File: src/rtl/ir_seq_pkg.sv
// Shared types and helpers for the IR line-sensor scan sequencer:
// FSM state encoding, channel mapping, accumulator sizing and saturation.
package ir_seq_pkg;

  typedef enum logic [2:0] {
    IDLE,
    SETTLE,
    CNV_L,
    WAIT_L,
    CNV_R,
    WAIT_R,
    DONE
  } state_t;

  function automatic int acc_width(input int res_w, input int num_pairs, input int wgt_shift);
    return res_w + (num_pairs - 1) * wgt_shift + 2;
  endfunction

  function automatic int unsigned left_ch(input int unsigned k);
    return 2 * k;
  endfunction

  function automatic int unsigned right_ch(input int unsigned k);
    return 2 * k + 1;
  endfunction

  // Clamp a wide signed value into the range of an err_w-bit signed number.
  function automatic logic signed [63:0] sat_to(input logic signed [63:0] v, input int err_w);
    logic signed [63:0] hi;
    logic signed [63:0] lo;
    hi = (64'sd1 <<< (err_w - 1)) - 64'sd1;
    lo = -(64'sd1 <<< (err_w - 1));
    if (v > hi) return hi;
    if (v < lo) return lo;
    return v;
  endfunction

endpackage

File: src/rtl/ir_a2d_seq_accum.sv
// Weighted left-minus-right accumulator for one scan; exposes the running
// value saturated to the published error width.
module ir_err_accum
  import ir_seq_pkg::*;
#(
  parameter int RES_W     = 12,
  parameter int NUM_PAIRS = 3,
  parameter int WGT_SHIFT = 3,
  parameter int ERR_W     = 16,
  parameter int KW        = 2
) (
  input  logic                    clk,
  input  logic                    rst_n,
  input  logic                    clr,
  input  logic                    add_en,
  input  logic                    sub_en,
  input  logic [KW-1:0]           k,
  input  logic [RES_W-1:0]        res,
  output logic signed [ERR_W-1:0] err_sat
);

  localparam int ACC_W = acc_width(RES_W, NUM_PAIRS, WGT_SHIFT);

  logic signed [ACC_W-1:0] acc;
  logic signed [ACC_W-1:0] term;

  // Width leaves two spare bits, so the sum of all pairs can never wrap.
  assign term = ACC_W'(res) << (32'(k) * WGT_SHIFT);

  always_ff @(posedge clk) begin
    if (!rst_n) begin
      acc <= '0;
    end else if (clr) begin
      acc <= '0;
    end else if (add_en) begin
      acc <= acc + term;
    end else if (sub_en) begin
      acc <= acc - term;
    end
  end

  assign err_sat = ERR_W'(sat_to(64'(acc), ERR_W));

endmodule

File: src/rtl/ir_a2d_seq.sv
// IR line-sensor scan sequencer: NUM_PAIRS emitter/A2D pairs -> weighted error.
// Optional A2D watchdog enabled by defining IR_SEQ_TIMEOUT_EN.
//
//   state  | meaning
//   IDLE   | emitters off, waiting for go
//   SETTLE | emitter k on, counting down the settle time
//   CNV_L  | start pulse for left channel of pair k
//   WAIT_L | waiting for left result
//   CNV_R  | start pulse for right channel of pair k
//   WAIT_R | waiting for right result
//   DONE   | publish saturated error, restart or go idle
module ir_a2d_seq
  import ir_seq_pkg::*;
#(
  parameter int NUM_PAIRS   = 3,
  parameter int RES_W       = 12,
  parameter int CH_W        = 3,
  parameter int SETTLE_CYC  = 4096,
  parameter int WGT_SHIFT   = 3,
  parameter int ERR_W       = 16,
  parameter int TIMEOUT_CYC = 1024
) (
  input  logic                    clk,
  input  logic                    rst_n,
  input  logic                    go,
  output logic                    strt_cnv,
  output logic [CH_W-1:0]         chnnl,
  input  logic                    cnv_cmplt,
  input  logic [RES_W-1:0]        A2D_res,
  output logic [NUM_PAIRS-1:0]    ir_en,
  output logic signed [ERR_W-1:0] err,
  output logic                    err_vld,
  output logic                    busy,
  output logic                    a2d_err
);

  localparam int KW = (NUM_PAIRS > 1) ? $clog2(NUM_PAIRS) : 1;
  localparam int SW = $clog2(SETTLE_CYC + 1);

  state_t                  state;
  logic [KW-1:0]           k;
  logic [SW-1:0]           settle_cnt;
  logic signed [ERR_W-1:0] err_sat;
  logic                    acc_clr;
  logic                    acc_add;
  logic                    acc_sub;

  assign acc_clr = (state == IDLE) || (state == DONE);
  assign acc_add = (state == WAIT_L) && cnv_cmplt;
  assign acc_sub = (state == WAIT_R) && cnv_cmplt;

  ir_err_accum #(
    .RES_W    (RES_W),
    .NUM_PAIRS(NUM_PAIRS),
    .WGT_SHIFT(WGT_SHIFT),
    .ERR_W    (ERR_W),
    .KW       (KW)
  ) u_accum (
    .clk    (clk),
    .rst_n  (rst_n),
    .clr    (acc_clr),
    .add_en (acc_add),
    .sub_en (acc_sub),
    .k      (k),
    .res    (A2D_res),
    .err_sat(err_sat)
  );

`ifdef IR_SEQ_TIMEOUT_EN
  localparam int WW = $clog2(TIMEOUT_CYC + 1);

  logic [WW-1:0] wd_cnt;
  logic          wd_expired;

  // Loaded during the start pulse so the first WAIT cycle sees TIMEOUT_CYC-1.
  always_ff @(posedge clk) begin
    if (!rst_n) begin
      wd_cnt <= '0;
    end else if (state == CNV_L || state == CNV_R) begin
      wd_cnt <= WW'(TIMEOUT_CYC - 1);
    end else if ((state == WAIT_L || state == WAIT_R) && wd_cnt != '0) begin
      wd_cnt <= wd_cnt - 1'b1;
    end
  end

  assign wd_expired = (wd_cnt == '0);
`else
  // Without the watchdog the flag is constant low.
  assign a2d_err = (TIMEOUT_CYC < 0);
`endif

  always_ff @(posedge clk) begin
    if (!rst_n) begin
      state      <= IDLE;
      k          <= '0;
      settle_cnt <= '0;
      strt_cnv   <= 1'b0;
      chnnl      <= '0;
      ir_en      <= '0;
      err        <= '0;
      err_vld    <= 1'b0;
      busy       <= 1'b0;
`ifdef IR_SEQ_TIMEOUT_EN
      a2d_err    <= 1'b0;
`endif
    end else begin
      strt_cnv <= 1'b0;
      err_vld  <= 1'b0;
      case (state)
        IDLE: begin
          if (go) begin
            state      <= SETTLE;
            k          <= '0;
            ir_en      <= NUM_PAIRS'(1);
            settle_cnt <= SW'(SETTLE_CYC - 1);
            busy       <= 1'b1;
          end
        end
        SETTLE: begin
          if (!go) begin
            state <= IDLE;
            ir_en <= '0;
            busy  <= 1'b0;
          end else if (settle_cnt == '0) begin
            state    <= CNV_L;
            strt_cnv <= 1'b1;
            chnnl    <= CH_W'(left_ch(32'(k)));
          end else begin
            settle_cnt <= settle_cnt - 1'b1;
          end
        end
        CNV_L: state <= WAIT_L;
        WAIT_L: begin
          if (cnv_cmplt) begin
            if (!go) begin
              state <= IDLE;
              ir_en <= '0;
              busy  <= 1'b0;
            end else begin
              state    <= CNV_R;
              strt_cnv <= 1'b1;
              chnnl    <= CH_W'(right_ch(32'(k)));
            end
          end
`ifdef IR_SEQ_TIMEOUT_EN
          else if (wd_expired) begin
            state   <= IDLE;
            ir_en   <= '0;
            busy    <= 1'b0;
            a2d_err <= 1'b1;
          end
`endif
        end
        CNV_R: state <= WAIT_R;
        WAIT_R: begin
          if (cnv_cmplt) begin
            if (!go) begin
              state <= IDLE;
              ir_en <= '0;
              busy  <= 1'b0;
            end else if (k == KW'(NUM_PAIRS - 1)) begin
              state <= DONE;
              ir_en <= '0;
            end else begin
              state      <= SETTLE;
              k          <= k + 1'b1;
              ir_en      <= ir_en << 1;
              settle_cnt <= SW'(SETTLE_CYC - 1);
            end
          end
`ifdef IR_SEQ_TIMEOUT_EN
          else if (wd_expired) begin
            state   <= IDLE;
            ir_en   <= '0;
            busy    <= 1'b0;
            a2d_err <= 1'b1;
          end
`endif
        end
        DONE: begin
          err     <= err_sat;
          err_vld <= 1'b1;
          if (go) begin
            state      <= SETTLE;
            k          <= '0;
            ir_en      <= NUM_PAIRS'(1);
            settle_cnt <= SW'(SETTLE_CYC - 1);
          end else begin
            state <= IDLE;
            busy  <= 1'b0;
          end
        end
        default: begin
          state <= IDLE;
          ir_en <= '0;
          busy  <= 1'b0;
        end
      endcase
    end
  end

endmodule

File: config.mk
export PLATFORM = sky130hd
export DESIGN_NAME = ir_a2d_seq
export DESIGN_NICKNAME = d
export VERILOG_FILES = /design/src/rtl/ir_seq_pkg.sv /design/src/rtl/ir_a2d_seq_accum.sv /design/src/rtl/ir_a2d_seq.sv
export SDC_FILE = /design/constraint.sdc
export NUM_CORES = 1
export LEC_CHECK = 0
export BUFFER_PORTS_ARGS = -buffer_cell sky130_fd_sc_hd__buf_2
export CORE_UTILIZATION = 47
export CTS_BUF_LIST = sky130_fd_sc_hd__clkbuf_8
export DETAILED_ROUTE_END_ITERATION = 10
export PLACE_DENSITY = 0.65
export SYNTH_ARGS = -nofsm -noshare
export SYNTH_HDL_FRONTEND = slang
export SYNTH_SLANG_ARGS = --single-unit
File: constraint.sdc
create_clock -name clk -period 5.7 [get_ports clk]
set_input_delay 0.855 -clock clk [delete_from_list [all_inputs] [get_ports clk]]
set_output_delay 0.855 -clock clk [all_outputs]
set_load 0.05 [all_outputs]
# [Yosys cells after proc, flatten, opt, wreduce, memory -nomap -nowiden]
# Index checks and enable logic that the tools add are counted.
# W data, S select, Z words.
[op_classes] shift=1 div=0 magnitude_cmp=2 reduce_logical=20 add_sub_neg=5 n_bitwise=2 mul=1 mux=52 n_eq_ne=19
[ops] cell="$mux W13" n=6
[ops] cell="$mux W16" n=4
[ops] cell="$mux W3" n=17
[ops] cell="$mux W20" n=2
[ops] cell="$pmux W13 S3" n=1
[ops] cell="$pmux W3 S7" n=1
[ops] cell="$add A20 B20 Y20" n=1
[ops] cell="$gt A20 B16 Y1 const B" n=1
[ops] cell="$lt A20 B16 Y1 const B" n=1
[ops] cell="$shl A12 B4 Y20" n=1
[ops] cell="$sub A20 B20 Y20" n=1
[ops] cell="$ne A2 B2 Y1 const B" n=9
[ops] cell="$pmux W3 S5" n=1
[ops] cell="$logic_not A13 Y1" n=1
[ops] cell="$sub A13 B1 Y13 const B" n=1
[ops] cell="$mux W1" n=12
[ops] cell="$reduce_and A5 Y1" n=2
[ops] cell="$reduce_or A2 Y1" n=5
[ops] cell="$eq A3 B3 Y1 const B" n=3
[ops] cell="$mux W2" n=4
[ops] cell="$reduce_and A4 Y1" n=2
[ops] cell="$reduce_and A7 Y1" n=1
[ops] cell="$eq A3 B2 Y1 const B" n=2
[ops] cell="$pmux W3 S2" n=1
[ops] cell="other kinds (17)" n=22
[totals] reg_bits=63 ramBits=0 out_inout_bits=26 latchBits=0 rom_bits=0 mem_count=0

# [Logic depth before layout (Yosys ltp)]
# Gate-level depths: netlist of the first run.
[depth] ltp_word=5 ltp_mapped=24

# [By module]
# A second synthesis of the first run with hierarchy kept.
[hier_totals] cells_unflattened=666 area_unflattened_um2=5183.7
[modules_own_cells] module="ir_err_accum" cells_each=410 area_each_um2=3171.8 seq_area_each_um2=400.4 n_inst=1
[modules_own_cells] module="ir_a2d_seq" cells_each=256 area_each_um2=2011.9 seq_area_each_um2=860.8 n_inst=1

# [Worst setup path after synthesis of the first run]
# Ideal clock, no wire load.
[synth_path] path_type="reg-to-reg" start="register k[0]" end="register u_accum.acc[16]" t_arrival_ns=4.375 setup_slack_ns=1.203 stages_incl_launch_ff=21 t_required_ns=5.578 path_buffers=2 cell_sequence="dfxtp_1 > buf_2 > inv_2 > ha_1 > buf_6 > mux4_2 > mux2i_2 > a41oi_2 > a2111oi_4 > a21oi_1 > xor2_1 > ha_1 > a21o_1 > a21o_1 > a21oi_1 > o21ai_0 > and2_1 > nor2_1 > o21ai_0 > and4_1 > a311o_1"
[synth_between] elab_chain_cells=5 word_cells_on_any_way=6
[synth_lines] element="start, declared" line_no="ir_a2d_seq.sv:41" rtl="logic [KW-1:0] k;"
[synth_lines] element="start signal, assigned" line_no="ir_a2d_seq.sv:166" rtl="k <= k + 1'b1;"
[synth_lines] element="$mul A2 B2 Y4 *" line_no="ir_a2d_seq_accum.sv:28" rtl="assign term = ACC_W'(res) << (32'(k) * WGT_SHIFT);"
[synth_lines] element="$shl A12 B4 Y20 *" line_no="ir_a2d_seq_accum.sv:28"
[synth_lines] element="$sub A20 B20 Y20" line_no="ir_a2d_seq_accum.sv:38" rtl="acc <= acc - term;"
[synth_lines] element="$mux W20" line_no="ir_a2d_seq_accum.sv:37" rtl="end else if (sub_en) begin"
[synth_lines] element="$mux W20 *" line_no="ir_a2d_seq_accum.sv:35" rtl="end else if (add_en) begin"
[synth_lines] element="end signal, assigned" line_no="ir_a2d_seq_accum.sv:36" rtl="acc <= acc + term;"
[synth_lines] element="end signal, assigned" line_no="ir_a2d_seq_accum.sv:38"
[synth_lines] element="end, declared" line_no="ir_a2d_seq_accum.sv:24" rtl="logic signed [ACC_W-1:0] acc;"
# Every way passes the cells marked *; elsewhere a longest branch is shown, timed or not. The select of a mux whose other input is x is not followed.
# A chain may end at the register's enable or synchronous reset.

# [Worst setup path in the final report of the first run]
# Ends and elaborated chain as after synthesis.

==> metrics, run 1 <==
status completed; first-pass GRT wire length 19.35 mm; CTS buffer count 9; root buf cell clkbuf_8; HP Start err[12]; max-slew violations 0; Arrival @ worst endpoint around 5.4 ns; crit path cell chain inv_2 -> ha_1 -> mux4_2 -> mux2i_2 -> a41oi_2 -> a2111oi_4 -> a21oi_1 -> xor2_1 -> ha_1 -> a21o_1 -> a21o_1 -> a21oi_1 -> o21ai_0 -> and2_1 -> nor2_1 -> o21ai_0 -> and4_1 -> a311o_1; family with the most delay on the worst path compound AO/OA/AOI/OAI gates; endpoints failing setup 0; Post-synth EDFFs 0; # rows 36; Hold Path Class reg2reg; Cell Int Power 0.0007828 W; Boundary Pins 42; FILL cells 954; FF-to-FF End u_accum.acc[16]; crit path max fanout 20; worst hold slack 0.4499 ns; RSZ-0062 raised after global routing no; Synth Instances 619; final hold vios 0; post-route cell area between 5000 and 6000 sq um; most frequent cells in the layout a21oi_1, nand2_1, dfxtp_1; hold path depth 2; Unique masters post-synth 66; port buffer count 40; number of DRC markers in iteration 0 286; Net Count, Synth 660; Worst Hold End err[12]; Gate power share 0.205; vias per cell 5.805; Net Sw Power 0.0003258 W; WS Path Type reg2reg; max-cap violation count 0; cells on worst reg2reg path 18; antenna viol nets, final 0; Synth Warn # 0; clock network power share 0.375; gpl congestion 0.9125; grt ovf 0; Static Leak 2.174 nW; Final #Nets just under 700; Pwr Total approximately 0.0011 W; clock period minus worst slack about 5.1 ns; DRC 0; htree depth 3; commonest non-fill, non-tap cell in the layout a21oi_1; drt wl/cell 15.25 microns; placed cell areas 5082 sq um; Core ar. 9864 sq um; Async S/R FF share, synth 0; WL final 11.90 mm; power per standard cell area 209.7 nW/um^2; Die Area 10660 sq um; FF-to-FF Start k[0]; average size of a mapped cell 7.782 sq um; CP Launch Type register; share of cells above drive strength 1 0.1345; CTS Buffer Depth 2; n_diodes 0; Post-Synthesis Cell Area between 4000 and 5000 sq um; f_max between 150 and 200 MHz; post_cts resized 0; maximum vdd drop approximately 0.11 mV; Reg power frac 0.420; largest net degree at the start of global routing 39; fin crit share 0.8997; Seq cells post-synth 63; fin util 0.5360; Worst Tran Pin Value 0.9396 ns; Tot GR Track Use 0.2322; vias in the first global route 3999; Sw Ratio 0.2939; Worst slew margin 0.3736; HPWL after DPL ~8.9 mm; crit path buf inv count 1; Fin Clk Skew ~0.010 ns; r2r setup slk 0.57 ns; DIE HEIGHT 103.2 microns; die width approximately 100 microns; Crit-path slowest cell ha_1; drt pass-1 iters 5; postcts setup bufs 0; initial antenna violation count 0; Initial Util 0.4883; CP Capture Type register; Clock Pin Slew Worst Setup and Hold Paths 0.07 ns; Most used DFF post-synth dfxtp_1; Critical Path RT 5.93 ns; Syn-to-layout area delta 9.766%; CTS tree done; setup TNS 0 ns; Seq/Total Area, Yosys 0.2618; Clk Latency, worst-skew pair 0.35 ns; Worst path max stage delay 0.72 ns; CTS Sinks 63; vias post-DR 4528; hold_buf cts 0
==> state kept, by name (all words and copies together) (netlist names) <==
signal       count
u_accum.acc     20
err_vld          1
k                2
state            3
chnnl            3
strt_cnv         1
busy             1
ir_en            3
settle_cnt      13
err             16
==> cells in the mapped netlist (all sizes together) (2+ instances only) <==
cell type / number / share of area
ha: 24 / 0.062
nor2: 42 / 0.033
nand2: 76 / 0.059
nor4: 6 / 0.0078
a22o: 2 / 0.0036
inv: 21 / 0.016
xor2: 14 / 0.025
dfxtp: 63 / 0.26
o31a: 2 / 0.0036
a211oi: 9 / 0.015
a21o: 8 / 0.012
and2: 5 / 0.0065
nand2b: 6 / 0.0078
and3: 6 / 0.0078
o2bb2ai: 4 / 0.0073
o21a: 4 / 0.0062
a311o: 3 / 0.0062
buf: 13 / 0.016
o31ai: 6 / 0.010
nand4: 4 / 0.0065
nor3: 15 / 0.016
o22ai: 4 / 0.0052
nor2b: 5 / 0.0065
and4: 4 / 0.0073
or3: 3 / 0.0039
o21ai: 50 / 0.052
xnor2: 26 / 0.047
a21oi: 80 / 0.083
mux2: 5 / 0.012
nand3: 24 / 0.025
mux4: 10 / 0.047
or4: 5 / 0.0078
mux2i: 17 / 0.039
o21bai: 3 / 0.0047
or2: 2 / 0.0026
clkbuf: 23 / 0.018
a2bb2oi: 2 / 0.0036
o211ai: 5 / 0.0078
==> per-layer routing <==
metal  vias to the layer above  part of all wire  GRT usage
li1                       2295                 -          -
met1                      2109              0.50     0.3237
met2                       117              0.46     0.3610
met3                         7             0.042    0.04637
met4                         0            0.0057    0.07259
met5                         -                 0          0
==> cell families after synthesis <==
logic type / count (synthesis) / share of synthesized area
xor gates and xnor gates: 40 / 0.07273
buffers and inverters: 58 / 0.05065
and+or+nand+nor: 206 / 0.2021
DFF: 63 / 0.2618
muxes: 32 / 0.09714
other: 1 / 0.0007785
AOI/OAI and AO/OA: 194 / 0.2483
adders and majority gates: 25 / 0.06649
==> metrics by stage <==
step / instances / worst slack (ns)
global placement: 764 / 0.8219
floorplan: 619 / 1.203
global route: 780 / 0.2841
CTS: 780 / 0.6332
finish: 780 / 0.5719
detailed placement: 764 / 0.6601
==> worst max path at each step <==
stage | start | to | slack, ns | cells after the start
6_report | k[0] | u_accum.acc[16] | 0.57 | 18
5_1_grt | k[0] | u_accum.acc[16] | 0.28 | 18
4_1_cts | k[0] | u_accum.acc[16] | 0.63 | 18
3_5_place_dp | k[0] | u_accum.acc[16] | 0.66 | 18
3_3_place_gp | k[0] | u_accum.acc[16] | 0.82 | 18
2_1_floorplan | k[0] | u_accum.acc[16] | 1.20 | 20
==> final cells by class <==
type                            instances  area (sq um)  share of cell area
Clock buffer                            9         123.9             0.02343
Clock inverter                          7         81.33             0.01538
Inverter                               22         82.58             0.01562
Multi-Input combinational cell        498          3312              0.6264
Sequential cell                        63          1261              0.2385
Tap cell                              133         166.4             0.03147
Timing Repair Buffer                   48         260.3             0.04922
==> power groups by stage <==
stage	logic, W	registers [W]	clock network, W
6_report	0.000228	0.000466	0.000415
5_1_grt	0.000249	0.000468	0.000446
3_5_place_dp	0.000225	0.000475	0
2_1_floorplan	0.000172	0.000476	0
4_1_cts	0.000225	0.000465	0.000425
3_3_place_gp	0.000220	0.000475	0
==> worst reg2reg max path, cell delays in order, from the launching register on <==
cell	delay (ns)
dfxtp_1	0.32
inv_2	0.21
ha_1	0.72
mux4_2	0.60
mux2i_2	0.24
a41oi_2	0.22
a2111oi_4	0.48
a21oi_1	0.15
xor2_1	0.17
ha_1	0.36
a21o_1	0.19
a21o_1	0.17
a21oi_1	0.17
o21ai_0	0.10
and2_1	0.17
nor2_1	0.08
o21ai_0	0.12
and4_1	0.24
a311o_1	0.30
Power figures use the tool's default switching activity.
==> run 2: changes to the inputs <==
--- a/config.mk
+++ b/config.mk
@@ -10,6 +10,7 @@
 export CTS_BUF_LIST = sky130_fd_sc_hd__clkbuf_8
 export DETAILED_ROUTE_END_ITERATION = 10
 export PLACE_DENSITY = 0.65
+export RECOVER_POWER = 100
 export SYNTH_ARGS = -nofsm -noshare
 export SYNTH_HDL_FRONTEND = slang
 export SYNTH_SLANG_ARGS = --single-unit
==> run 2 against run 1 <==
Effect of this change: sequential share of layout area up 0.26 points; worst setup slack worse by 0.081 ns; routed wire length up 0.32%; power down 0.18%; critical path depth unchanged; largest cell class unchanged; utilization down 0.58 points; first-iteration DRC count down 11%; critical path type unchanged; design area down 1.1%; die area unchanged.
==> metrics, run 2 (same netlist as run 1, synthesis figures left out) <==
Worst path max stage delay 0.73 ns (about the same); max-cap violation count 0 (unchanged); share of cells above drive strength 1 0.08810 (-0.04637); met2 GRT Util 0.3610 (unchanged); Cell Int Power 0.0007812 W (-0.22%); Crit-path slowest cell ha_1; fin crit share 0.9139 (+0.01422); placed cell areas 5082 sq um (unchanged); WL final 11.93 mm (+0.32%); root buf cell clkbuf_8; largest net degree at the start of global routing 39 (unchanged); drt wl/cell 15.30 microns (+0.32%); Regs by FF count u_accum.acc x20, err x16, settle_cnt x13; DRC 0 (unchanged); Critical Path RT 5.93 ns (about the same); most frequent cells in the layout a21oi_1, nand2_1, dfxtp_1; setup TNS 0 ns (unchanged); crit path cell chain inv_2 -> ha_1 -> mux4_2 -> mux2i_1 -> a41oi_1 -> a2111oi_4 -> a21oi_1 -> xor2_1 -> ha_1 -> a21o_1 -> a21o_1 -> a21oi_1 -> o21ai_0 -> and2_0 -> nor2_1 -> o21ai_0 -> and4_1 -> a311o_1; vias per cell 5.835 (+0.51%); Hold Path Class reg2reg; Worst Tran Pin Value 0.8955 ns (-0.04409 ns); crit path max fanout 20 (unchanged); Static Leak 2.043 nW (-6.0%); Reg power frac 0.421 (about the same); Final #Nets 683 (unchanged); DIE HEIGHT 103.2 microns (unchanged); RSZ-0062 raised after global routing no; Largest register FFs 20 (unchanged); commonest non-fill, non-tap cell in the layout a21oi_1; Arrival @ worst endpoint 5.44 ns (+0.08 ns); hold_buf cts 0 (unchanged); final setup margin 0.4909 ns (-0.08105 ns); first-pass GRT wire length 19.35 mm (unchanged); CP Capture Type register; max-slew violations 0 (unchanged); final hold vios 0 (unchanged); CTS Sinks 63 (unchanged); htree depth 3 (unchanged); post_cts resized 0 (unchanged); postcts setup bufs 0 (unchanged); antenna viol nets, final 0 (unchanged); CTS tree done; CTS Buffer Depth 2 (unchanged); CP Launch Type register; Worst slew margin 0.4030 (+0.02940); vias post-DR 4551 (+0.51%); routing usage on met1 0.3237 (unchanged); HPWL after DPL 8.875 mm (unchanged); # rows 36 (unchanged); Sw Ratio 0.2941 (about the same); status completed; n_diodes 0 (unchanged); CTS buffer count 9 (unchanged); Reg with most FFs u_accum.acc; Core ar. 9864 sq um (unchanged); clock period minus worst slack 5.209 ns (+0.08105 ns); Clock Pin Slew Worst Setup and Hold Paths 0.08 ns (about the same); f_max 192.0 MHz (-1.6%); initial antenna violation count 0 (unchanged); Die Area 10660 sq um (unchanged); number of DRC markers in iteration 0 254 (-11%); vias in the first global route 3999 (unchanged); dpl ws 0.6601 ns (unchanged); drt pass-1 iters 7 (+2); Fin Clk Skew 0.01351 ns (+0.003499 ns); WS Path Type reg2reg; maximum vdd drop 0.1077 mV (-0.76%); die width 103.2 microns (unchanged); Clk Latency, worst-skew pair 0.35 ns (about the same); Syn-to-layout area delta 8.572%; Gate power share 0.203 (-0.002); Net Sw Power 0.0003255 W (about the same); power per standard cell area 211.6 nW/um^2 (+0.92%); post-route cell area 5230 sq um (-1.1%); most used routing layer met2; Boundary Pins 42 (unchanged); grt ovf 0 (unchanged); M3 GR Usage 0.04637 (unchanged); Initial Util 0.4883 (unchanged); port buffer count 40 (unchanged); clock network power share 0.376 (about the same); gpl congestion 0.9125 (unchanged); endpoints failing setup 0 (unchanged); Tot GR Track Use 0.2322 (unchanged)
run 2: changes by cell type in the layout (fill, tap and decap cells not counted), moves of 3 or more:
cell      delta
and2_0       +3
buf_2       -25
and2_1       -3
clkbuf_1    +26
run 2: routing by layer:
layer  up-vias  share of wire
met1      2104           0.49
met2       139           0.45
met3        13          0.054
met5         -              0
met4         0          0.011
li1       2295              -
run 2: worst paths after layout:
| kind | slack (ns) | startpoint | cells after the start | to |
|---|---|---|---|---|
| max reg2reg | 0.49 | k[0] | 18 | u_accum.acc[16] |
| max | 0.49 | k[0] | 18 | u_accum.acc[16] |
| min | 0.45 | err[12] | 2 | err[12] |
| min reg2reg | 0.45 | err[12] | 2 | err[12] |
run 2: final cells by class:
cell class	count	area, sq um
Multi-Input combinational cell	498	3289
Clock buffer	9	123.9
Inverter	22	82.58
Fill cell	968	4634
Clock inverter	7	81.33
Tap cell	133	166.4
Timing Repair Buffer	48	225.2
Sequential cell	63	1261
run 2: metrics by stage:
step,util,cells,power [W],hold slack (ns)
5_1_grt,0.5302,780,0.001160,0.4692
6_report,0.5302,780,0.001107,0.4528
3_5_place_dp,0.5152,764,0.0007002,0.4423
3_3_place_gp,0.5152,764,0.0006950,0.4370
2_1_floorplan,-,619,0.0006482,0.4430
4_1_cts,0.5360,780,0.001116,0.4516
run 2: critical path: cells and delay by family (launching register included):
kind	cells	cell delay, ns
muxes	2	0.88
buffers and inverters	1	0.20
and+or+nand+nor	3	0.51
DFF	1	0.32
xor gates and xnor gates	1	0.16
adders and majority gates	2	1.10
AOI/OAI and AO/OA	9	1.91
run 2: power groups by stage:
stage	Combinational, W	Clock [W]	Sequential (W)
after floorplan	0.000172	0	0.000476
after global placement	0.000220	0	0.000475
after detailed placement	0.000225	0	0.000475
after CTS	0.000225	0.000425	0.000465
after global routing	0.000246	0.000446	0.000468
final	0.000225	0.000416	0.000466
